<file path="src/rtl/reg_write_pkg.sv">
// Shared types and sizes for the register write controller.
// The entry struct is the FIFO payload, so its field order fixes the FIFO word layout.
package reg_write_pkg;

    localparam int NREG  = 8;
    localparam int SEL_W = 3;
    localparam int BE_W  = 2;
    localparam int DW    = 16;
    localparam int LANE_W = DW / BE_W;

    typedef enum logic {
        IDLE  = 1'b0,
        CLEAR = 1'b1
    } state_t;

    typedef struct packed {
        logic [SEL_W-1:0] sel;
        logic [BE_W-1:0]  be;
        logic [DW-1:0]    data;
    } wr_entry_t;

endpackage

</file>
<file path="src/rtl/reg_write_ctrl_if.sv">
// Write request channel: valid/ready request plus the commit-done report.
interface reg_write_ctrl_if #(parameter int DATA_W = 16);
    import reg_write_pkg::*;

    logic              wr_valid;
    logic              wr_ready;
    logic [SEL_W-1:0]  wr_sel;
    logic [DATA_W-1:0] wr_data;
    logic [BE_W-1:0]   wr_be;
    logic              wr_done;
    logic [SEL_W-1:0]  wr_done_sel;

    modport master (
        output wr_valid, wr_sel, wr_data, wr_be,
        input  wr_ready, wr_done, wr_done_sel
    );

    modport slave (
        input  wr_valid, wr_sel, wr_data, wr_be,
        output wr_ready, wr_done, wr_done_sel
    );

endinterface

</file>
<file path="src/rtl/reg_write_ctrl_sync_fifo.sv">
// Small synchronous FIFO; full/empty come from pointers only, no same-cycle bypass.
module sync_fifo #(
    parameter int DEPTH = 2,
    parameter int W     = 8
) (
    input  logic         clk,
    input  logic         rst,
    input  logic         push,
    input  logic [W-1:0] din,
    input  logic         pop,
    output logic [W-1:0] dout,
    output logic         full,
    output logic         empty
);
    localparam int AW = $clog2(DEPTH);

    logic [W-1:0] mem [DEPTH];
    logic [AW:0]  wp, rp;
    logic         do_push, do_pop;

    assign do_push = push && !full;
    assign do_pop  = pop && !empty;

    always_ff @(posedge clk) begin
        if (rst) begin
            wp <= '0;
            rp <= '0;
        end else begin
            if (do_push) wp <= wp + (AW+1)'(1);
            if (do_pop)  rp <= rp + (AW+1)'(1);
        end
    end

    // Storage is not reset; stale words are unreachable once the pointers clear.
    always_ff @(posedge clk) begin
        if (do_push) mem[wp[AW-1:0]] <= din;
    end

    assign dout  = mem[rp[AW-1:0]];
    assign empty = (wp == rp);
    assign full  = (wp[AW] != rp[AW]) && (wp[AW-1:0] == rp[AW-1:0]);

endmodule

</file>
<file path="src/rtl/reg_write_ctrl.sv">
// Owns reg0..reg7: queued byte-masked writes, one commit per cycle,
// plus a sequenced clear-all that zeroes one register per cycle.
module reg_write_ctrl
    import reg_write_pkg::*;
#(
    parameter int DATA_W = 16,
    parameter int DEPTH  = 2
) (
    input  logic              clk,
    input  logic              rst,
    reg_write_ctrl_if.slave   bus,
    input  logic              clr_start,
    output logic              clr_busy,
    output logic [DATA_W-1:0] reg0,
    output logic [DATA_W-1:0] reg1,
    output logic [DATA_W-1:0] reg2,
    output logic [DATA_W-1:0] reg3,
    output logic [DATA_W-1:0] reg4,
    output logic [DATA_W-1:0] reg5,
    output logic [DATA_W-1:0] reg6,
    output logic [DATA_W-1:0] reg7
);
    state_t                       state, state_nx;
    logic [SEL_W-1:0]             cnt;
    logic [NREG-1:0][DATA_W-1:0]  regs;
    wr_entry_t                    push_ent, head;
    logic                         push, pop, full, empty;

    assign push_ent = '{sel: bus.wr_sel, be: bus.wr_be, data: bus.wr_data};
    assign push     = bus.wr_valid && !full;
    assign bus.wr_ready = !full;

    sync_fifo #(.DEPTH(DEPTH), .W($bits(wr_entry_t))) u_fifo (
        .clk   (clk),
        .rst   (rst),
        .push  (push),
        .din   (push_ent),
        .pop   (pop),
        .dout  (head),
        .full  (full),
        .empty (empty)
    );

    always_ff @(posedge clk) begin
        if (rst) state <= IDLE;
        else     state <= state_nx;
    end

    always_comb begin
        state_nx = state;
        case (state)
            IDLE:    if (clr_start) state_nx = CLEAR;
            CLEAR:   if (cnt == SEL_W'(NREG-1)) state_nx = IDLE;
            default: state_nx = IDLE;
        endcase
    end

    // Clear wins over a pending commit; the entry waits in the FIFO.
    always_comb begin
        clr_busy = (state == CLEAR);
        pop      = (state == IDLE) && !empty && !clr_start;
    end

    always_ff @(posedge clk) begin
        if (rst)                  cnt <= '0;
        else if (state == CLEAR)  cnt <= cnt + SEL_W'(1);
    end

    always_ff @(posedge clk) begin
        if (rst) begin
            regs            <= '0;
            bus.wr_done     <= 1'b0;
            bus.wr_done_sel <= '0;
        end else begin
            bus.wr_done <= pop;
            if (state == CLEAR) begin
                regs[cnt] <= '0;
            end else if (pop) begin
                bus.wr_done_sel <= head.sel;
                for (int l = 0; l < BE_W; l++)
                    if (head.be[l])
                        regs[head.sel][l*LANE_W +: LANE_W] <= head.data[l*LANE_W +: LANE_W];
            end
        end
    end

    assign reg0 = regs[0];
    assign reg1 = regs[1];
    assign reg2 = regs[2];
    assign reg3 = regs[3];
    assign reg4 = regs[4];
    assign reg5 = regs[5];
    assign reg6 = regs[6];
    assign reg7 = regs[7];

endmodule
</file>
<file path="src/flat_wrapper.sv">
// flat-port wrapper written by rule: the top's interface ports become plain ports
module reg_write_ctrl_flat import reg_write_pkg::*;
#(
    parameter int DATA_W = 16,
    parameter int DEPTH  = 2
)
  (clk, rst, clr_start, clr_busy, reg0, reg1, reg2, reg3, reg4, reg5, reg6, reg7, bus_wr_valid, bus_wr_sel, bus_wr_data, bus_wr_be, bus_wr_ready, bus_wr_done, bus_wr_done_sel);
  reg_write_ctrl_if #(.DATA_W(DATA_W)) bus_i ();
  input  logic clk;
  input  logic rst;
  input  logic clr_start;
  output logic clr_busy;
  output logic [DATA_W-1:0] reg0;
  output logic [DATA_W-1:0] reg1;
  output logic [DATA_W-1:0] reg2;
  output logic [DATA_W-1:0] reg3;
  output logic [DATA_W-1:0] reg4;
  output logic [DATA_W-1:0] reg5;
  output logic [DATA_W-1:0] reg6;
  output logic [DATA_W-1:0] reg7;
  input wire logic [$bits(bus_i.wr_valid)-1:0] bus_wr_valid;
  input wire logic [$bits(bus_i.wr_sel)-1:0] bus_wr_sel;
  input wire logic [$bits(bus_i.wr_data)-1:0] bus_wr_data;
  input wire logic [$bits(bus_i.wr_be)-1:0] bus_wr_be;
  output wire logic [$bits(bus_i.wr_ready)-1:0] bus_wr_ready;
  output wire logic [$bits(bus_i.wr_done)-1:0] bus_wr_done;
  output wire logic [$bits(bus_i.wr_done_sel)-1:0] bus_wr_done_sel;
  assign bus_i.wr_valid = bus_wr_valid;
  assign bus_i.wr_sel = bus_wr_sel;
  assign bus_i.wr_data = bus_wr_data;
  assign bus_i.wr_be = bus_wr_be;
  assign bus_wr_ready = bus_i.wr_ready;
  assign bus_wr_done = bus_i.wr_done;
  assign bus_wr_done_sel = bus_i.wr_done_sel;
  reg_write_ctrl #(.DATA_W(DATA_W), .DEPTH(DEPTH)) u_core (.clk(clk), .rst(rst), .bus(bus_i), .clr_start(clr_start), .clr_busy(clr_busy), .reg0(reg0), .reg1(reg1), .reg2(reg2), .reg3(reg3), .reg4(reg4), .reg5(reg5), .reg6(reg6), .reg7(reg7));
endmodule
</file>
<file path="config.mk">
export PLATFORM = sky130hd
export DESIGN_NAME = reg_write_ctrl_flat
export DESIGN_NICKNAME = d
export VERILOG_FILES = /design/src/rtl/reg_write_pkg.sv /design/src/rtl/reg_write_ctrl_if.sv /design/src/rtl/reg_write_ctrl_sync_fifo.sv /design/src/rtl/reg_write_ctrl.sv /design/src/flat_wrapper.sv
export SDC_FILE = /design/constraint.sdc
export NUM_CORES = 1
export LEC_CHECK = 0
export CAP_MARGIN = 40
export CORE_ASPECT_RATIO = 1.4
export CORE_MARGIN = 5
export CORE_UTILIZATION = 50
export CTS_CLUSTER_SIZE = 30
export DETAILED_ROUTE_END_ITERATION = 7
export PLACE_DENSITY = 0.89
export SLEW_MARGIN = 40
export SYNTH_ARGS = -nofsm -noshare
export SYNTH_HDL_FRONTEND = slang
export SYNTH_SLANG_ARGS = --single-unit
</file>
<file path="constraint.sdc">
create_clock -name clk -period 2.9 [get_ports clk]
set_clock_uncertainty 0.1 [all_clocks]
set_input_delay 0.58 -clock clk [delete_from_list [all_inputs] [get_ports clk]]
set_output_delay 0.58 -clock clk [all_outputs]
set_load 0.03 [all_outputs]
</file>
==> results of run 1 <==
-- per-stage QoR --
stage	std cells	power, µW	area, µm²	worst slack (ns)
2_1_floorplan	616	3252	6919	0.5711
6_report	984	5796	9349	0.2025
4_1_cts	982	5792	9339	0.2103
3_5_place_dp	950	3490	8733	0.4253
3_3_place_gp	947	3468	8716	0.5188
5_1_grt	984	5987	9349	0.1608
-- area by class of cell --
type | instances | area share, %
clock inverters | 13 | 1.512
multi-input cells | 270 | 23.39
flip-flops and latches | 183 | 43.68
inverters | 133 | 5.340
well taps | 185 | 2.476
clock buffers | 19 | 4.965
repair buffers | 181 | 18.63
-- worst register-to-register path, cell delays in order, from the launching register on --
cell      delay (ns)
dfxtp_1         0.57
nand2b_1        0.16
o32ai_1         0.65
nand2_1         0.40
o32ai_1         0.26
-- cells by family after synthesis --
logic type      count (synthesis)  share of synthesized area [%]
compound gates                185                          24.01
flops                         183                          59.02
buf+inv                       163                          9.367
simple gates                   70                          5.371
xor+xnor                        8                          1.121
mux                             5                         0.7414
fa+ha+maj                       2                         0.3616
-- flip-flops by register name, indices dropped and copies added (netlist names), named ones only --
signal	flops
u_core.reg7	16
u_core.reg0	16
u_core.u_fifo.rp	2
u_core.reg3	16
u_core.bus.wr_done	1
u_core.clr_busy	1
u_core.reg1	16
u_core.reg4	16
u_core.bus.wr_done_sel	3
u_core.u_fifo.wp	2
u_core.cnt	3
u_core.reg2	16
u_core.u_fifo.mem	42
u_core.reg5	16
u_core.reg6	16
-- cells in the final DEF, fill, tap and decap left out, types with 5 or more instances in the layout --
cell type / n
edfxtp_1: 42
a32oi_1: 16
clkbuf_16: 18
inv_1: 132
o32ai_1: 130
nand2b_1: 7
buf_4: 20
o221a_4: 5
clkdlybuf4s50_1: 157
nor2_1: 12
o221a_2: 8
dfxtp_1: 141
nand2_1: 20
nor2b_1: 19
-- final timing paths --
path	startpoint	end	slack, ns
setup / recovery	u_core.u_fifo.rp[1]$_SDFFE_PP0P_	bus_wr_ready	0.20
hold / removal	u_core.reg2[12]$_SDFFE_PP0P_	u_core.reg2[12]$_SDFFE_PP0P_	0.38
setup reg to reg	flop	u_core.reg2[14]$_SDFFE_PP0P_	0.66
hold reg to reg	u_core.reg2[12]$_SDFFE_PP0P_	u_core.reg2[12]$_SDFFE_PP0P_	0.38
-- metal layers --
| layer | GRT usage (%) | share of wire [%] |
|---|---|---|
| met1 | 27.33 | 37 |
| met5 | 0 | 0 |
| met4 | 11.92 | 4.0 |
| met2 | 41.05 | 53 |
| met3 | 4.417 | 6.2 |
-- report_power, final --
| group | total (µW) | switching (µW) | internal [µW] | leakage (µW) |
|---|---|---|---|---|
| logic | 683 | 438 | 245 | 0.00123 |
| clock network | 2340 | 990 | 1350 | 0.000300 |
| registers | 2770 | 62.7 | 2710 | 0.00153 |
==> metrics.csv, run 1 <==
metric,value,unit
FMAX,370.7,MHz
most frequent cell after synthesis,dfxtp_1,
Syn Std Cell Area,6919,µm²
syn avg cell area,11.23,µm²
area of the multi-input gates,2187,µm²
CTS H-tree lvls,4,
PwrDens,619.9,nW/µm²
register area share after synthesis,59.02,%
dominant synthesized flop cell,dfxtp_1,
Post-CTS Setup Inserts,0,
Total Wirelength,19.27,mm
worst-skew pair later-pin latency,0.43,ns
Clock Root Buffer,clkbuf_16,
leakage power total,0.003055,µW
CTS resizes,0,
Worst Tran Pin Value,0.8967,ns
post-layout util,67.83,%
Area Overhead vs Synth,35.12,%
die width,109.4,µm
CP Buf/Inv Count,1,
final hold violation count,0,
first-pass GRT wire length,29.88,mm
"Min Clock Period, post-route",2.697,ns
DRT antenna net count,0,
Area contributors post-synth,"dfxtp_1 (41%), edfxtp_1 (18%), o32ai_1 (16%)",
Max VDD drop,0.0004051,V
Synthesized Nets,643,
hold path depth,2,
total core area,13780,µm²
status,completed,
total of max-cap violations,0,
vias in the first global route,5678,
CTS buffer count,17,
initial antenna violation count,0,
"top cells by count, synth","dfxtp_1 (141), inv_1 (132), o32ai_1 (130)",
initial DRC count,504,
Final setup viols,0,
Synth top area share,40.80,%
endpoint class of the critical path,primary output,
CP peak stage delay,0.62,ns
Post-Synthesis Cells,616,
RSZ-0062 raised after global routing,no,
fraction of registers with async set/reset,0,%
clock net sink count,183,
# rows,51,
num ports,159,
critical path depth in cells,3,
kind of cell adding the most delay to the critical path,buffers and inverters,
leading area contributor after synthesis,dfxtp_1,
CP cell instances,xor2_1 > nand2_1 > clkdlybuf4s50_1,
Critical Path AT,2.02,ns
Starting Density,50.20,%
CP startpoint kind,flop,
Final period util,93.02,%
iteration count of the initial detailed-routing pass,5,
crit-path max FO,6,
Synth cell types,43,
dpl hpwl,13.29,mm
GR Overflow Total,0,
register bit total from synthesis,183,
largest net degree at the start of global routing,65,
Reg area,4084,µm²
worst hold margin,0.3758,ns
CTS tree,built,
port bufs,158,
clk slew on worst S/H paths,0.07,ns
ANT cells,0,
overall routing resource usage,23.61,%
CP Data Required Time,2.22,ns
Worst Reg-to-Reg Cells,4,
Post-synth EDFFs,42,
Fillers,999,
nets@finish,813,
"Hold-fix buffers, CTS",0,
share of cells above drive strength 1,10.14,%
Setup TNS,0,ns
Max-slew headroom,40.22,%
Crit Path Class,reg -> out,
vias per cell,5.818,
die height,149.2,µm
Remaining DRCs,0,
Max Slew Vio Count,0,
CP max stage cell,clkdlybuf4s50_1,
Ys Warns,0,
via count,5725,
CTS max path bufs,2,
full die area,16320,µm²
hold crit path type,reg -> reg,
GPL Wtd Cong,0.8435,
wire per inst,19.58,µm
No activity file was read; power rests on OpenSTA's default activity.
==> run 2: changes to the inputs <==
Settings changed: SKIP_CTS_REPAIR_TIMING from default to 1.
==> results of run 2 <==
No change in the layout: final DEF, timing and power equal those of run 1.
==> run 3: changes to the inputs <==
Settings changed: CORE_ASPECT_RATIO 1.4 to 0.7, PLACE_DENSITY 0.89 to 0.88, SYNTH_HIERARCHICAL from default to 1.
==> run 3 against run 2 <==
Against the previous run: die area increased by 2.4%; total power decreased by 2.9%; worst hold slack improved by 0.0072 ns; final area increased by 0.52%; count of clock-buffer cells in the layout increased by 1; sequential share of layout area decreased by 0.23 points; critical path type unchanged; critical endpoint unchanged; largest power group unchanged.
==> metrics.csv, run 3 <==
metric,value,unit
setup ws final,0.2526,ns
vias in the first global route,5728,
most frequent cells in the layout,"clkdlybuf4s50_1 (157), dfxtp_1 (141), inv_1 (130)",
share of cells above drive strength 1,11.20,%
most frequent cell after synthesis,dfxtp_1,
Clock Power Share,39.8,%
wire per inst,20.72,µm
die height,109.7,µm
CP startpoint kind,flop,
dpl ws,0.3152,ns
CP startpoint,u_core/u_fifo/rp[0]$_SDFFE_PP0P_,
FMAX,377.7,MHz
syn avg cell area,11.63,µm²
CP Data Required Time,2.22,ns
Max VDD drop,0.0004306,V
CTS H-tree lvls,4,
DRT antenna net count,0,
crit-path max FO,9,
reg2reg setup slack,0.45,ns
Flop pwr share,48.6,%
Max-slew headroom,48.20,%
Comb pwr share,11.6,%
port bufs,158,
Remaining DRCs,0,
"top cells by count, synth","dfxtp_1 (141), inv_1 (130), o32ai_1 (128)",
Critical Path AT,1.97,ns
Int Power,4171,µW
Sw Share,25.90,%
register bit total from synthesis,183,
# rows,36,
endpoint class of the critical path,primary output,
leakage power total,0.002903,µW
final hold violation count,0,
dpl hpwl,13.94,mm
overall routing resource usage,23.84,%
initial DRC count,415,
clock net sink count,183,
die width,152.4,µm
Clock Root Buffer,clkbuf_16,
iteration count of the initial detailed-routing pass,5,
Ys Warns,6,
fraction of registers with async set/reset,0,%
Fillers,967,
clk slew on worst S/H paths,0.07,ns
Crit Path Class,reg -> out,
Area Overhead vs Synth,32.47,%
Worst Reg-to-Reg Cells,5,
worst-skew pair later-pin latency,0.42,ns
num ports,159,
via count,5752,
first-pass GRT wire length,31.21,mm
total of max-cap violations,0,
CTS max path bufs,2,
hold crit path type,reg -> reg,
initial antenna violation count,0,
register area share after synthesis,57.57,%
Sw Pwr,1458,µW
GR Overflow Total,0,
Max Slew Vio Count,0,
total core area,13920,µm²
Area contributors post-synth,"dfxtp_1 (40%), edfxtp_1 (18%), o32ai_1 (16%)",
Worst Tran Pin Value,0.7770,ns
Syn Std Cell Area,7094,µm²
Synth cell types,40,
crit path capture,bus_wr_ready,
"most common cell after layout, fill and taps aside",clkdlybuf4s50_1,
dominant synthesized flop cell,dfxtp_1,
largest net degree at the start of global routing,74,
nets@finish,792,
Synth top area share,39.79,%
"Min Clock Period, post-route",2.647,ns
Largest register FFs,42,
Total Wirelength,20.04,mm
Post-Synthesis Cells,610,
status,completed,
CTS tree,built,
Synthesized Nets,637,
GPL Wtd Cong,0.8349,
ANT cells,0,
vias per cell,5.948,
Starting Density,50.97,%
full die area,16710,µm²
Setup TNS,0,ns
Post-synth EDFFs,42,
leading area contributor after synthesis,dfxtp_1,
PwrDens,599.0,nW/µm²
Reg-to-Reg End,u_core/reg5[7]$_SDFFE_PP0P_,
CTS buffer count,17,
Final setup viols,0,
RSZ-0062 raised after global routing,no,
Final period util,91.29,%
run 3: power groups by stage:
stage / Sequential, µW / Combinational [µW] / Clock (µW)
CTS: 2740 / 646 / 2260
finish: 2740 / 651 / 2240
global placement: 2790 / 624 / 0
detailed placement: 2800 / 642 / 0
global route: 2750 / 693 / 2380
floorplan: 2810 / 419 / 0
run 3: logic make-up (layout without fill, tap and decap cells):
family                   Yosys count  after routing  share of synthesized area [%]
multiplexers                      28             28                          4.321
XOR/XNOR                           3              3                         0.4763
flip-flops                       183            183                          57.57
buffers and inverters            161            328                          9.100
adder cells (fa/ha/maj)            2              2                         0.3527
AND/OR/NAND/NOR                   79             79                          6.490
AO/OA/AOI/OAI                    154            154                          21.69
run 3: area by class of cell:
cell class | count | area [µm²] | share of cell area, %
Clock buffer | 20 | 459.2 | 4.886
Inverter | 130 | 488.0 | 5.192
Sequential cell | 183 | 4084 | 43.46
Tap cell | 190 | 237.7 | 2.530
Clock inverter | 11 | 111.4 | 1.185
Multi-Input combinational cell | 266 | 2371 | 25.23
Timing Repair Buffer | 167 | 1647 | 17.52
run 3: worst min path at each step:
stage | from | to | slack [ns] | depth (start not counted)
floorplan | u_core/cnt[0]$_SDFFE_PP0P_ | u_core/cnt[0]$_SDFFE_PP0P_ | 0.39 | 2
global placement | u_core/reg2[0]$_SDFFE_PP0P_ | u_core/reg2[0]$_SDFFE_PP0P_ | 0.36 | 2
detailed placement | u_core/reg0[11]$_SDFFE_PP0P_ | u_core/reg0[11]$_SDFFE_PP0P_ | 0.37 | 2
CTS | u_core/reg7[14]$_SDFFE_PP0P_ | u_core/reg7[14]$_SDFFE_PP0P_ | 0.38 | 2
global route | u_core/reg0[11]$_SDFFE_PP0P_ | u_core/reg0[11]$_SDFFE_PP0P_ | 0.40 | 2
finish | u_core/reg7[14]$_SDFFE_PP0P_ | u_core/reg7[14]$_SDFFE_PP0P_ | 0.38 | 2
run 3: critical path: stages, from the launching register on:
cell and delay, ns:
dfxtp_1 0.51, xor2_1 0.22, nor2_1 0.10, inv_1 0.07, clkdlybuf4s50_1 0.66
run 3: routing by layer:
layer / GRT usage, % / part of all wire [%]
met1: 32.81 / 43
met2: 36.76 / 45
met3: 6.019 / 9.8
met4: 8.980 / 1.9
met5: 0 / 0
run 3: through the flow:
| step | area, µm² | cells | util (%) | total power, µW | hold slack (ns) |
|---|---|---|---|---|---|
| after floorplan | 7094 | 610 | - | 3231 | 0.3856 |
| after global placement | 8825 | 936 | 63.40 | 3413 | 0.3640 |
| after detailed placement | 8825 | 936 | 63.40 | 3438 | 0.3722 |
| after CTS | 9395 | 967 | 67.50 | 5640 | 0.3828 |
| after global routing | 9398 | 967 | 67.52 | 5815 | 0.4025 |
| final | 9398 | 967 | 67.52 | 5630 | 0.3829 |
